File: src/rtl/mem_arbiter_if.sv
// Request/response handshake for both ports plus the single-port memory bus.
// slave = arbiter side, master = requesters and memory side.
interface mem_arbiter_if #(
  parameter int DATA_W  = 32,
  parameter int MEM_LEN = 64
);
  localparam int ADDR_W = $clog2(MEM_LEN);

  logic              req0, req1;
  logic              we0, we1;
  logic [ADDR_W:0]   addr0, addr1;
  logic [DATA_W-1:0] wdata0, wdata1;
  logic              gnt0, gnt1;
  logic              rvalid0, rvalid1;
  logic [DATA_W-1:0] rdata0, rdata1;
  logic              err0, err1;
  logic [ADDR_W-1:0] mem_addr;
  logic              mem_we;
  logic [DATA_W-1:0] mem_wdata;
  logic [DATA_W-1:0] mem_rdata;

  modport slave (
    input  req0, req1, we0, we1, addr0, addr1, wdata0, wdata1, mem_rdata,
    output gnt0, gnt1, rvalid0, rvalid1, rdata0, rdata1, err0, err1,
           mem_addr, mem_we, mem_wdata
  );

  modport master (
    output req0, req1, we0, we1, addr0, addr1, wdata0, wdata1, mem_rdata,
    input  gnt0, gnt1, rvalid0, rvalid1, rdata0, rdata1, err0, err1,
           mem_addr, mem_we, mem_wdata
  );
endinterface

File: src/rtl/mem_arbiter.sv
// Two-port arbiter in front of a single-port memory: IDLE -> ISSUE -> RESP.
// Define MEM_ARB_RR_EN for round-robin arbitration; default is fixed priority (port 1 wins).
module mem_arbiter #(
  parameter int DATA_W  = 32,
  parameter int MEM_LEN = 64
) (
  input logic           clk,
  input logic           rst,
  mem_arbiter_if.slave  bus
);
  localparam int ADDR_W = $clog2(MEM_LEN);
  localparam logic [ADDR_W:0] LIMIT = (ADDR_W+1)'(MEM_LEN);

  typedef enum logic [1:0] {IDLE, ISSUE, RESP} state_t;

  state_t            state_q, state_d;
  logic              win_q;
  logic              last_q;
  logic              lat_we, lat_oor;
  logic [ADDR_W-1:0] lat_addr;
  logic [DATA_W-1:0] lat_wdata;
  logic [DATA_W-1:0] rdata0_q, rdata1_q;

  logic              any_req, accept, sel;
  logic [ADDR_W:0]   sel_addr;

  assign any_req  = bus.req0 | bus.req1;
  // A request is only sampled at edges leaving IDLE or RESP.
  assign accept   = (state_q != ISSUE) && any_req;
  assign sel_addr = sel ? bus.addr1 : bus.addr0;

  always_comb begin
    sel = 1'b0;
`ifdef MEM_ARB_RR_EN
    // last_q is the port granted most recently; the other one wins a tie.
    if (bus.req0 && bus.req1) sel = ~last_q;
    else                      sel = bus.req1;
`else
    sel = bus.req1;
`endif
  end

  always_comb begin
    state_d = state_q;
    case (state_q)
      IDLE:    if (any_req) state_d = ISSUE;
      ISSUE:   state_d = RESP;
      RESP:    state_d = any_req ? ISSUE : IDLE;
      default: state_d = IDLE;
    endcase
  end

  always_ff @(posedge clk) begin
    if (rst) begin
      state_q   <= IDLE;
      win_q     <= 1'b0;
      last_q    <= 1'b1;
      lat_we    <= 1'b0;
      lat_oor   <= 1'b0;
      lat_addr  <= '0;
      lat_wdata <= '0;
      rdata0_q  <= '0;
      rdata1_q  <= '0;
    end else begin
      state_q <= state_d;
      if (accept) begin
        win_q     <= sel;
        last_q    <= sel;
        lat_we    <= sel ? bus.we1 : bus.we0;
        lat_oor   <= sel_addr >= LIMIT;
        lat_addr  <= sel_addr[ADDR_W-1:0];
        lat_wdata <= sel ? bus.wdata1 : bus.wdata0;
      end
      if (state_q == ISSUE) begin
        if (win_q) rdata1_q <= lat_oor ? '0 : bus.mem_rdata;
        else       rdata0_q <= lat_oor ? '0 : bus.mem_rdata;
      end
    end
  end

  assign bus.gnt0      = (state_q == ISSUE) && !win_q;
  assign bus.gnt1      = (state_q == ISSUE) &&  win_q;
  assign bus.rvalid0   = (state_q == RESP)  && !win_q;
  assign bus.rvalid1   = (state_q == RESP)  &&  win_q;
  assign bus.err0      = bus.rvalid0 && lat_oor;
  assign bus.err1      = bus.rvalid1 && lat_oor;
  assign bus.rdata0    = rdata0_q;
  assign bus.rdata1    = rdata1_q;
  // Latched buses hold their last value outside ISSUE; only the strobe is gated.
  assign bus.mem_addr  = lat_addr;
  assign bus.mem_wdata = lat_wdata;
  assign bus.mem_we    = (state_q == ISSUE) && lat_we && !lat_oor;
endmodule

File: src/flat_wrapper.sv
// flat-port wrapper written by rule: the top's interface ports become plain ports
module mem_arbiter_flat 
#(
  parameter int DATA_W  = 32,
  parameter int MEM_LEN = 64
)
  (clk, rst, bus_req0, bus_req1, bus_we0, bus_we1, bus_addr0, bus_addr1, bus_wdata0, bus_wdata1, bus_mem_rdata, bus_gnt0, bus_gnt1, bus_rvalid0, bus_rvalid1, bus_rdata0, bus_rdata1, bus_err0, bus_err1, bus_mem_addr, bus_mem_we, bus_mem_wdata);
  mem_arbiter_if #(.DATA_W(DATA_W), .MEM_LEN(MEM_LEN)) bus_i ();
  input logic clk;
  input logic rst;
  input wire logic [$bits(bus_i.req0)-1:0] bus_req0;
  input wire logic [$bits(bus_i.req1)-1:0] bus_req1;
  input wire logic [$bits(bus_i.we0)-1:0] bus_we0;
  input wire logic [$bits(bus_i.we1)-1:0] bus_we1;
  input wire logic [$bits(bus_i.addr0)-1:0] bus_addr0;
  input wire logic [$bits(bus_i.addr1)-1:0] bus_addr1;
  input wire logic [$bits(bus_i.wdata0)-1:0] bus_wdata0;
  input wire logic [$bits(bus_i.wdata1)-1:0] bus_wdata1;
  input wire logic [$bits(bus_i.mem_rdata)-1:0] bus_mem_rdata;
  output wire logic [$bits(bus_i.gnt0)-1:0] bus_gnt0;
  output wire logic [$bits(bus_i.gnt1)-1:0] bus_gnt1;
  output wire logic [$bits(bus_i.rvalid0)-1:0] bus_rvalid0;
  output wire logic [$bits(bus_i.rvalid1)-1:0] bus_rvalid1;
  output wire logic [$bits(bus_i.rdata0)-1:0] bus_rdata0;
  output wire logic [$bits(bus_i.rdata1)-1:0] bus_rdata1;
  output wire logic [$bits(bus_i.err0)-1:0] bus_err0;
  output wire logic [$bits(bus_i.err1)-1:0] bus_err1;
  output wire logic [$bits(bus_i.mem_addr)-1:0] bus_mem_addr;
  output wire logic [$bits(bus_i.mem_we)-1:0] bus_mem_we;
  output wire logic [$bits(bus_i.mem_wdata)-1:0] bus_mem_wdata;
  assign bus_i.req0 = bus_req0;
  assign bus_i.req1 = bus_req1;
  assign bus_i.we0 = bus_we0;
  assign bus_i.we1 = bus_we1;
  assign bus_i.addr0 = bus_addr0;
  assign bus_i.addr1 = bus_addr1;
  assign bus_i.wdata0 = bus_wdata0;
  assign bus_i.wdata1 = bus_wdata1;
  assign bus_i.mem_rdata = bus_mem_rdata;
  assign bus_gnt0 = bus_i.gnt0;
  assign bus_gnt1 = bus_i.gnt1;
  assign bus_rvalid0 = bus_i.rvalid0;
  assign bus_rvalid1 = bus_i.rvalid1;
  assign bus_rdata0 = bus_i.rdata0;
  assign bus_rdata1 = bus_i.rdata1;
  assign bus_err0 = bus_i.err0;
  assign bus_err1 = bus_i.err1;
  assign bus_mem_addr = bus_i.mem_addr;
  assign bus_mem_we = bus_i.mem_we;
  assign bus_mem_wdata = bus_i.mem_wdata;
  mem_arbiter #(.DATA_W(DATA_W), .MEM_LEN(MEM_LEN)) u_core (.clk(clk), .rst(rst), .bus(bus_i));
endmodule
File: config.mk
export PLATFORM = sky130hd
export DESIGN_NAME = mem_arbiter_flat
export DESIGN_NICKNAME = d
export VERILOG_FILES = /design/src/rtl/mem_arbiter_if.sv /design/src/rtl/mem_arbiter.sv /design/src/flat_wrapper.sv
export SDC_FILE = /design/constraint.sdc
export NUM_CORES = 1
export LEC_CHECK = 0
export ABC_AREA = 1
export CORE_MARGIN = 2
export CORE_UTILIZATION = 46
export CTS_CLUSTER_SIZE = 25
export DETAILED_ROUTE_END_ITERATION = 10
export HOLD_SLACK_MARGIN = 0.05
export PLACE_DENSITY = 0.86
export REMOVE_ABC_BUFFERS = 1
export SYNTH_ARGS = -nofsm -noshare
export SYNTH_HDL_FRONTEND = slang
export SYNTH_SLANG_ARGS = --single-unit
export TNS_END_PERCENT = 30
File: constraint.sdc
create_clock -name clk -period 2.9 [get_ports clk]
set_clock_uncertainty 0.15 [all_clocks]
set_input_delay 0.29 -clock clk [delete_from_list [all_inputs] [get_ports clk]]
set_output_delay 0.29 -clock clk [all_outputs]
set_load 0.01 [all_outputs]
==> flow_metrics.env, run 1 <==
export IMPL_outcome="complete, no violations"
export IMPL_antenna_found_initial=1
export IMPL_area_growth_pct=48.7
export IMPL_worstSetupPathType="reg2out"
export IMPL_wl_met2_um=6470
export IMPL_cp_max_fo=5
export IMPL_ant_nets=0
export IMPL_syn_area_mm2=0.00518
export IMPL_fin_nets=1193
export IMPL_grt_pass1_wl_um=21900
export IMPL_tightest_slew_ns=0.641
export IMPL_tns_ns=0
export IMPL_start_kind="flop"
export IMPL_start_util_pct=47.4
export IMPL_dp_hpwl_um=10000
export IMPL_yosys_warnings=0
export IMPL_rows=38
export IMPL_worst_setup_path_end_kind="output port"
export IMPL_whs_ns=0.360
export IMPL_coreArea_mm2=0.0109
export IMPL_stdcell_count=1223
export IMPL_async_reset_ff_share_pct=0
export IMPL_first_pass_iters=6
export IMPL_rsz0062_at_grt="no"
export IMPL_synth_area_leaders="dfxtp_1 41%, nand2_1 24%, nor2_1 18%, inv_1 10%, buf_2 2.1%"
export IMPL_die_area_mm2=0.0121
export IMPL_yosysUniqueCellTypes=17
export IMPL_reg2reg_from="u_core.state_q[0]$_SDFFE_PP0P_"
export IMPL_report_final_slew_viol_count=0
export IMPL_ys_flop_type="dfxtp_1"
export IMPL_synth_most_common_cell="nand2_1"
export IMPL_worstHoldEndpoint="u_core.bus.rdata1[8]$_SDFFE_PP0P_"
export IMPL_synthDominantCellAreaShare_pct=41.3
export IMPL_finalCritPeriodShare_pct=78.5
export IMPL_drt_wl_total_um=13900
export IMPL_cts_tree="done"
export IMPL_cts_sinks=107
export IMPL_clock_latency_ns=0.33
export IMPL_setup_viol=0
export IMPL_slew_limit_headroom_pct=57.2
export IMPL_root_buffer="clkbuf_16"
export IMPL_viasPerCell=4.36
export IMPL_fmax_mhz=439
export IMPL_drive_above_1_share_pct=2.96
export IMPL_drtIter0Drc=262
export IMPL_overflow=0
export IMPL_multi_input_area_mm2=0.00223
export IMPL_wirelength_met1_um=5480
export IMPL_ioPinCount=225
export IMPL_synth_top_cell_by_area="dfxtp_1"
export IMPL_hold_class="reg2reg"
export IMPL_wl_met3_um=1520
export IMPL_reg2reg_depth=6
export IMPL_cts_setup_buffers=0
export IMPL_drt_drc_violations_left=0
export IMPL_peakVddDrop_mv=0.392
export IMPL_crit_arrival_ns=1.84
export IMPL_fp_dieH_um=110
export IMPL_grt_max_degree=97
export IMPL_cts_inserted_buffers=9
export IMPL_layout_min_cycle_time_ns=2.28
export IMPL_io_buffers=224
export IMPL_hold_viol=0
export IMPL_cts_hold_buf=0
export IMPL_synth_edf_count=0
export IMPL_seqCellArea_mm2=0.00214
export IMPL_cts_resized=0
export IMPL_synth_seq_cells=107
export IMPL_p_leak_nw=4.01
export IMPL_rrSetupSlack_ns=1.19
export IMPL_clk_pin_slew_worst_paths_ns=0.07
export IMPL_grt_use_total_pct=23.0
export IMPL_holdPathStages=4
export IMPL_worstHoldStart="u_core.bus.rdata1[8]$_SDFFE_PP0P_"
export IMPL_placed_cells=1206
export IMPL_top_layer="met4"
export IMPL_die_w_um=110
export IMPL_vias=5329
export IMPL_regToRegEndpoint="u_core.bus.mem_addr[2]$_SDFFE_PP0P_"
export IMPL_required_ns=2.46
export IMPL_netlist_top_cells_count="331 x nand2_1, 243 x nor2_1, 140 x inv_1"
export IMPL_ys_seq_area_share_pct=41.3
export IMPL_syn_avg_cell_area_um2=5.89
export IMPL_cts_max_path_buffers=2
export IMPL_max_cap_violations=0
export IMPL_synthCells=880
export IMPL_grt_pass1_vias=4822
export IMPL_power_density_mw_per_mm2=497
export IMPL_wire_per_inst_um=11.4
export IMPL_fill_cells=947
export IMPL_place_congestion=0.830
export IMPL_htreeDepth=3
## per-layer routing
layer  up-vias  global-route usage [%]
met1      2252                    24.6
met5         -                       0
met2       180                    40.0
met4         0                    10.1
li1       2867                       -
met3        30                    8.94
## placed cells by master (no fill, tap or decap), types with 2 or more instances in the layout
cell type / instances
inv_1: 140
clkdlybuf4s50_1: 224
clkbuf_16: 9
nand3_2: 2
dfxtp_1: 107
nor2_1: 243
buf_4: 7
inv_6: 3
inv_2: 3
nor3_1: 3
nand2_1: 331
## sequential cells by signal (all words and copies together) (netlist names)
| signal | cells |
|---|---|
| u_core.state_q | 2 |
| u_core.win_q | 1 |
| u_core.lat_we | 1 |
| u_core.bus.mem_addr | 6 |
| u_core.bus.rdata0 | 32 |
| u_core.bus.mem_wdata | 32 |
| u_core.lat_oor | 1 |
| u_core.bus.rdata1 | 32 |
## power breakdown
part	internal [mW]	switching, mW	total, mW	leakage (nW)
sequential	1.59	0.0615	1.65	0.880
clock	0.704	0.564	1.27	0.154
combinational	0.466	0.446	0.912	2.98
## worst max-delay path by stage
stage | startpoint | end | slack, ns | cells after the start
2_1_floorplan | u_core.win_q$_SDFFE_PP0P_ | bus_gnt1 | 0.60 | 2
3_3_place_gp | bus_req1 | u_core.bus.mem_wdata[18]$_SDFFE_PP0P_ | 0.91 | 8
3_5_place_dp | bus_req1 | u_core.bus.mem_addr[2]$_SDFFE_PP0P_ | 0.86 | 8
4_1_cts | u_core.state_q[0]$_SDFFE_PP0P_ | bus_mem_we | 0.54 | 3
5_1_grt | u_core.state_q[0]$_SDFFE_PP0P_ | bus_mem_we | 0.48 | 3
6_report | u_core.state_q[0]$_SDFFE_PP0P_ | bus_mem_we | 0.62 | 3
## cell families (layout without fill, tap and decap cells)
group | count (synthesis) | after routing | synth area share (%)
AOI/OAI and AO/OA | 1 | 1 | 0.0965
buffers and inverters | 189 | 391 | 15.8
and+or+nand+nor | 583 | 583 | 42.8
DFF | 107 | 107 | 41.3
other | 0 | 1 | 0
## stage by stage
step | worst slack (ns) | total power [mW] | utilization (%) | instance area (um2)
2_1_floorplan | 0.602 | 2.10 | - | 4900
3_3_place_gp | 0.913 | 2.58 | 67.6 | 7390
3_5_place_dp | 0.860 | 2.59 | 67.6 | 7390
4_1_cts | 0.540 | 3.86 | 70.4 | 7700
5_1_grt | 0.478 | 4.04 | 70.5 | 7710
6_report | 0.623 | 3.83 | 70.5 | 7710
## critical path: stages, from the launching register on
cell	delay, ns
dfxtp_1	0.41
nand2_1	0.17
nor3_1	0.29
clkdlybuf4s50_1	0.63
## final cells by class
type	instances	area share, %
Sequential cell	107	27.8
Antenna cell	1	0.0325
Timing Repair Buffer	232	30.0
Multi-Input combinational cell	584	28.9
Clock buffer	10	3.10
Clock inverter	6	0.909
Inverter	143	6.97
Tap cell	140	2.27
Note: power is estimated with default switching activity, not from simulation.
==> run 2, diff against run 1 <==
--- a/config.mk
+++ b/config.mk
@@ -7,11 +7,11 @@
 export LEC_CHECK = 0
 export ABC_AREA = 1
 export CORE_MARGIN = 2
-export CORE_UTILIZATION = 46
+export CORE_UTILIZATION = 39
 export CTS_CLUSTER_SIZE = 25
 export DETAILED_ROUTE_END_ITERATION = 10
 export HOLD_SLACK_MARGIN = 0.05
-export PLACE_DENSITY = 0.86
+export PLACE_DENSITY = 0.78
 export REMOVE_ABC_BUFFERS = 1
 export SYNTH_ARGS = -nofsm -noshare
 export SYNTH_HDL_FRONTEND = slang
==> constraint.sdc (replaced) <==
create_clock -name clk -period 1.9 [get_ports clk]
set_clock_uncertainty 0.15 [all_clocks]
set_input_delay 0.19 -clock clk [delete_from_list [all_inputs] [get_ports clk]]
set_output_delay 0.19 -clock clk [all_outputs]
set_load 0.01 [all_outputs]
==> flow_metrics.env, run 2 (synthesized netlist as in run 1, its figures left out) <==
export IMPL_outcome="complete, no violations"
export IMPL_area_growth_pct=50.9
export IMPL_fmax_mhz=560
export IMPL_critPathBufInv=2
export IMPL_grt_max_degree=65
export IMPL_layout_common_cells="331 x nand2_1, 243 x nor2_1, 217 x clkdlybuf4s50_1, 140 x inv_1, 105 x dfxtp_1"
export IMPL_dp_hpwl_um=9410
export IMPL_multi_input_area_mm2=0.00223
export IMPL_vias=5157
export IMPL_clk_pin_slew_worst_paths_ns=0.07
export IMPL_antenna_found_initial=0
export IMPL_worstSetupPathType="reg2out"
export IMPL_slowest_delay_ns=0.32
export IMPL_start_util_pct=39.6
export IMPL_report_final_slew_viol_count=0
export IMPL_rrSetupSlack_ns=0.35
export IMPL_startpoint="u_core.state_q[1]$_SDFFE_PP0P_"
export IMPL_overflow=0
export IMPL_reg2reg_depth=6
export IMPL_placed_cells=1249
export IMPL_wirelength_met1_um=6210
export IMPL_crit_end="bus_err1"
export IMPL_cts_resized=7
export IMPL_cts_inserted_buffers=9
export IMPL_fp_dieH_um=119
export IMPL_cts_max_path_buffers=2
export IMPL_path_delay_family="simple AND/OR/NAND/NOR gates"
export IMPL_cts_setup_buffers=0
export IMPL_viasPerCell=4.08
export IMPL_path_cells="inv_1 -> or2_2 -> nor3_1 -> clkdlybuf4s15_1"
export IMPL_place_congestion=0.771
export IMPL_cpMaxStageDelayCell="or2_2"
export IMPL_start_kind="flop"
export IMPL_grt_pass1_wl_um=21800
export IMPL_rsz0062_at_grt="no"
export IMPL_crit_arrival_ns=1.44
export IMPL_rows=42
export IMPL_cp_max_fo=4
export IMPL_diodes=0
export IMPL_drtIter0Drc=264
export IMPL_drt_drc_violations_left=0
export IMPL_grt_use_total_pct=19.0
export IMPL_grt_pass1_vias=4624
export IMPL_cts_sinks=107
export IMPL_coreArea_mm2=0.0131
export IMPL_fill_cells=1217
export IMPL_tns_ns=0
export IMPL_critical_path_depth=4
export IMPL_wl_met2_um=5990
export IMPL_pre_cts_ws_ns=0.162
export IMPL_fin_util_pct=59.8
export IMPL_clock_latency_ns=0.34
export IMPL_required_ns=1.56
export IMPL_layout_setup_ws_ns=0.116
export IMPL_ant_nets=0
export IMPL_top_layer="met4"
export IMPL_final_common_cell="nand2_1"
export IMPL_power_density_mw_per_mm2=734
export IMPL_cts_hold_buf=0
export IMPL_wire_per_inst_um=10.7
export IMPL_io_buffers=224
export IMPL_regToRegEndpoint="u_core.bus.rdata1[13]$_SDFFE_PP0P_"
export IMPL_first_pass_iters=4
export IMPL_max_cap_violations=0
export IMPL_wl_met3_um=1180
export IMPL_worstHoldStart="u_core.state_q[0]$_SDFFE_PP0P_"
export IMPL_stdcell_count=1265
export IMPL_die_area_mm2=0.0142
export IMPL_p_leak_nw=4.09
export IMPL_cts_tree="done"
export IMPL_drive_above_1_share_pct=3.76
export IMPL_peakVddDrop_mv=0.370
export IMPL_fin_nets=1200
export IMPL_layout_min_cycle_time_ns=1.78
export IMPL_die_w_um=119
export IMPL_setup_viol=0
export IMPL_reg2reg_from="u_core.state_q[1]$_SDFFE_PP0P_"
export IMPL_worst_setup_path_end_kind="output port"
export IMPL_drt_wl_total_um=13600
export IMPL_ioPinCount=225
export IMPL_hold_viol=0
export IMPL_seqCellArea_mm2=0.00214
export IMPL_finalCritPeriodShare_pct=93.9
export IMPL_tightest_slew_ns=0.653
export IMPL_root_buffer="clkbuf_16"
export IMPL_slew_limit_headroom_pct=56.5
export IMPL_hold_class="reg2reg"
export IMPL_htreeDepth=3
[run 2: cell count changes in the layout (fill, tap and decap cells not counted), moves of 2 or more]
cell | previous run | this run
buf_12 | 1 | 4
dlygate4sd2_1 | 0 | 4
clkdlybuf4s50_1 | 224 | 217
dfxtp_2 | 0 | 2
clkbuf_8 | 1 | 3
clkinv_2 | 1 | 3
dfxtp_1 | 107 | 105
inv_6 | 3 | 0
buf_4 | 7 | 11
clkdlybuf4s15_1 | 0 | 2
[run 2: per-layer routing]
metal	global-route usage, %	vias up
met2	31.1	167
li1	-	2883
met5	0	-
met4	6.18	0
met3	6.42	13
met1	23.6	2094
[run 2: worst min-delay path by stage]
| stage | end | slack [ns] | cells past startpoint |
|---|---|---|---|
| 6_report | u_core.state_q[0]$_SDFFE_PP0P_ | 0.32 | 1 |
| 4_1_cts | u_core.state_q[1]$_SDFFE_PP0P_ | 0.32 | 2 |
| 2_1_floorplan | u_core.win_q$_SDFFE_PP0P_ | 0.11 | 1 |
| 5_1_grt | u_core.state_q[0]$_SDFFE_PP0P_ | 0.33 | 1 |
| 3_3_place_gp | u_core.bus.rdata0[3]$_SDFFE_PP0P_ | 0.35 | 4 |
| 3_5_place_dp | u_core.bus.rdata0[17]$_SDFFE_PP0P_ | 0.35 | 4 |
[run 2: power by group]
part / total [mW] / leakage (nW) / switching, mW / internal (mW)
combinational: 1.42 / 3.06 / 0.681 / 0.734
clock: 1.81 / 0.148 / 0.821 / 0.993
sequential: 2.51 / 0.881 / 0.0886 / 2.42
[run 2: cell type report]
| type | count | area share (%) |
|---|---|---|
| clock buffer | 12 | 3.41 |
| clock inverter | 4 | 0.304 |
| inverter | 143 | 6.86 |
| multi-input combinational | 584 | 28.5 |
| sequential | 107 | 27.4 |
| tap | 176 | 2.82 |
| timing repair buffer | 239 | 30.7 |
[run 2: through the flow]
stage                     power (mW)  hold slack, ns  area [um2]
after floorplan                 3.20           0.109        4900
after global placement          3.97           0.346        7530
after detailed placement        3.98           0.349        7530
after CTS                       5.81           0.324        7810
after global routing            6.08           0.331        7820
final                           5.74           0.318        7820
==> run 3, diff against run 2 <==
--- a/config.mk
+++ b/config.mk
@@ -6,6 +6,7 @@
 export NUM_CORES = 1
 export LEC_CHECK = 0
 export ABC_AREA = 1
+export CORE_ASPECT_RATIO = 1.2
 export CORE_MARGIN = 2
 export CORE_UTILIZATION = 39
 export CTS_CLUSTER_SIZE = 25
==> flow_metrics.env, run 3 (synthesized netlist as in run 1, its figures left out) <==
export IMPL_overflow=0
export IMPL_grt_pass1_wl_um=21800
export IMPL_fmax_mhz=568
export IMPL_final_common_cell="nand2_1"
export IMPL_start_util_pct=39.5
export IMPL_outcome="complete, no violations"
export IMPL_layout_min_cycle_time_ns=1.76
export IMPL_cts_resized=7
export IMPL_max_cap_violations=0
export IMPL_finalCritPeriodShare_pct=92.7
export IMPL_worstSetupPathType="reg2out"
export IMPL_clk_pin_slew_worst_paths_ns=0.07
export IMPL_start_kind="flop"
export IMPL_hold_viol=0
export IMPL_tns_ns=0
export IMPL_antenna_found_initial=0
export IMPL_power_density_mw_per_mm2=755
export IMPL_fill_cells=1266
export IMPL_ant_nets=0
export IMPL_rows=46
export IMPL_worst_setup_path_end_kind="output port"
export IMPL_clock_latency_ns=0.33
export IMPL_grt_max_degree=65
export IMPL_p_total_mw=5.96
export IMPL_cp_max_fo=4
export IMPL_peakVddDrop_mv=0.521
export IMPL_fin_nets=1203
export IMPL_root_buffer="clkbuf_16"
export IMPL_crit_arrival_ns=1.42
export IMPL_slew_limit_headroom_pct=56.7
export IMPL_area_growth_pct=52.3
export IMPL_hold_class="reg2reg"
export IMPL_rsz0062_at_grt="no"
export IMPL_place_area_mm2=0.00757
export IMPL_place_congestion=0.754
export IMPL_cts_tree="done"
export IMPL_drtIter0Drc=255
export IMPL_drt_wl_total_um=13600
export IMPL_io_buffers=224
export IMPL_vias=5217
export IMPL_cts_sinks=107
export IMPL_cts_max_path_buffers=2
export IMPL_wire_per_inst_um=10.8
export IMPL_cts_hold_buf=0
export IMPL_whs_ns=0.354
export IMPL_viasPerCell=4.14
export IMPL_cts_inserted_buffers=9
export IMPL_cts_setup_buffers=0
export IMPL_dp_hpwl_um=9870
export IMPL_first_pass_iters=5
export IMPL_layout_common_cells="331 x nand2_1, 243 x nor2_1, 217 x clkdlybuf4s50_1, 140 x inv_1, 106 x dfxtp_1"
export IMPL_required_ns=1.56
export IMPL_drt_drc_violations_left=0
export IMPL_path_cells="inv_1 -> or2_2 -> nor3_1 -> dlygate4sd2_1"
export IMPL_setup_viol=0
export IMPL_slowest_delay_ns=0.31
export IMPL_fp_dieH_um=130
export IMPL_tightest_slew_ns=0.649
export IMPL_die_area_mm2=0.0142
export IMPL_grt_use_total_pct=19.2
export IMPL_drive_above_1_share_pct=3.85
export IMPL_ioPinCount=225
export IMPL_grt_pass1_vias=4759
export IMPL_p_leak_nw=4.13
export IMPL_coreArea_mm2=0.0131
export IMPL_htreeDepth=3
export IMPL_cpMaxStageDelayCell="dfxtp_1"
export IMPL_die_w_um=109
export IMPL_final_cell_area_mm2=0.00789
export IMPL_report_final_slew_viol_count=0
==> run 3: changes by cell type in the layout (fill, tap and decap cells not counted), moves of 2 or more <==
cell             delta
buf_12              +2
dlygate4sd2_1       +2
clkdlybuf4s15_1     -2
bufinv_16           +2
==> run 3: path summary, 6_finish.rpt <==
kind / startpoint / endpoint / slack (ns) / cells past startpoint
worst min register to register: u_core.win_q$_SDFFE_PP0P_ / u_core.win_q$_SDFFE_PP0P_ / 0.35 / 2
worst max-delay path: u_core.state_q[1]$_SDFFE_PP0P_ / bus_err1 / 0.14 / 4
worst max register to register: u_core.state_q[1]$_SDFFE_PP0P_ / u_core.bus.rdata1[23]$_SDFFE_PP0P_ / 0.30 / 7
worst min-delay path: u_core.win_q$_SDFFE_PP0P_ / u_core.win_q$_SDFFE_PP0P_ / 0.35 / 2
==> run 3: layer usage <==
layer,share of wire [%],vias to the layer above,GRT usage (%)
li1,-,2890,-
met1,42,2138,22.1
met2,45,178,32.3
met3,12,11,9.14
met4,1.0,0,4.91
met5,0,-,0
==> run 3: final cells by class <==
cell class	instances	area (um2)	area share, %
multi-input cells	584	2230	28.2
clock inverters	4	73.8	0.935
repair buffers	242	2450	31.0
well taps	168	210	2.66
flip-flops and latches	107	2140	27.2
clock buffers	11	253	3.20
inverters	143	538	6.82
diodes	1	2.50	0.0317
==> run 3: per-stage QoR <==
| stage | setup slack (ns) | util, % | std cells |
|---|---|---|---|
| after floorplan | -0.298 | - | 834 |
| after global placement | 0.211 | 57.7 | 1244 |
| after detailed placement | 0.194 | 57.7 | 1244 |
| after CTS | 0.00309 | 60.1 | 1259 |
| after global routing | 0.0189 | 60.1 | 1259 |
| final | 0.139 | 60.2 | 1260 |
==> run 3: worst max-delay path, delay by kind of cell (launching register included) <==
kind / cells / cell delay, ns
flip-flops: 1 / 0.31
AND/OR/NAND/NOR: 2 / 0.45
buffers and inverters: 2 / 0.33
==> run 3: power breakdown <==
part	switching (mW)	internal, mW	total (mW)
logic	0.682	0.746	1.43
registers	0.0880	2.42	2.51
clock network	0.804	1.22	2.02
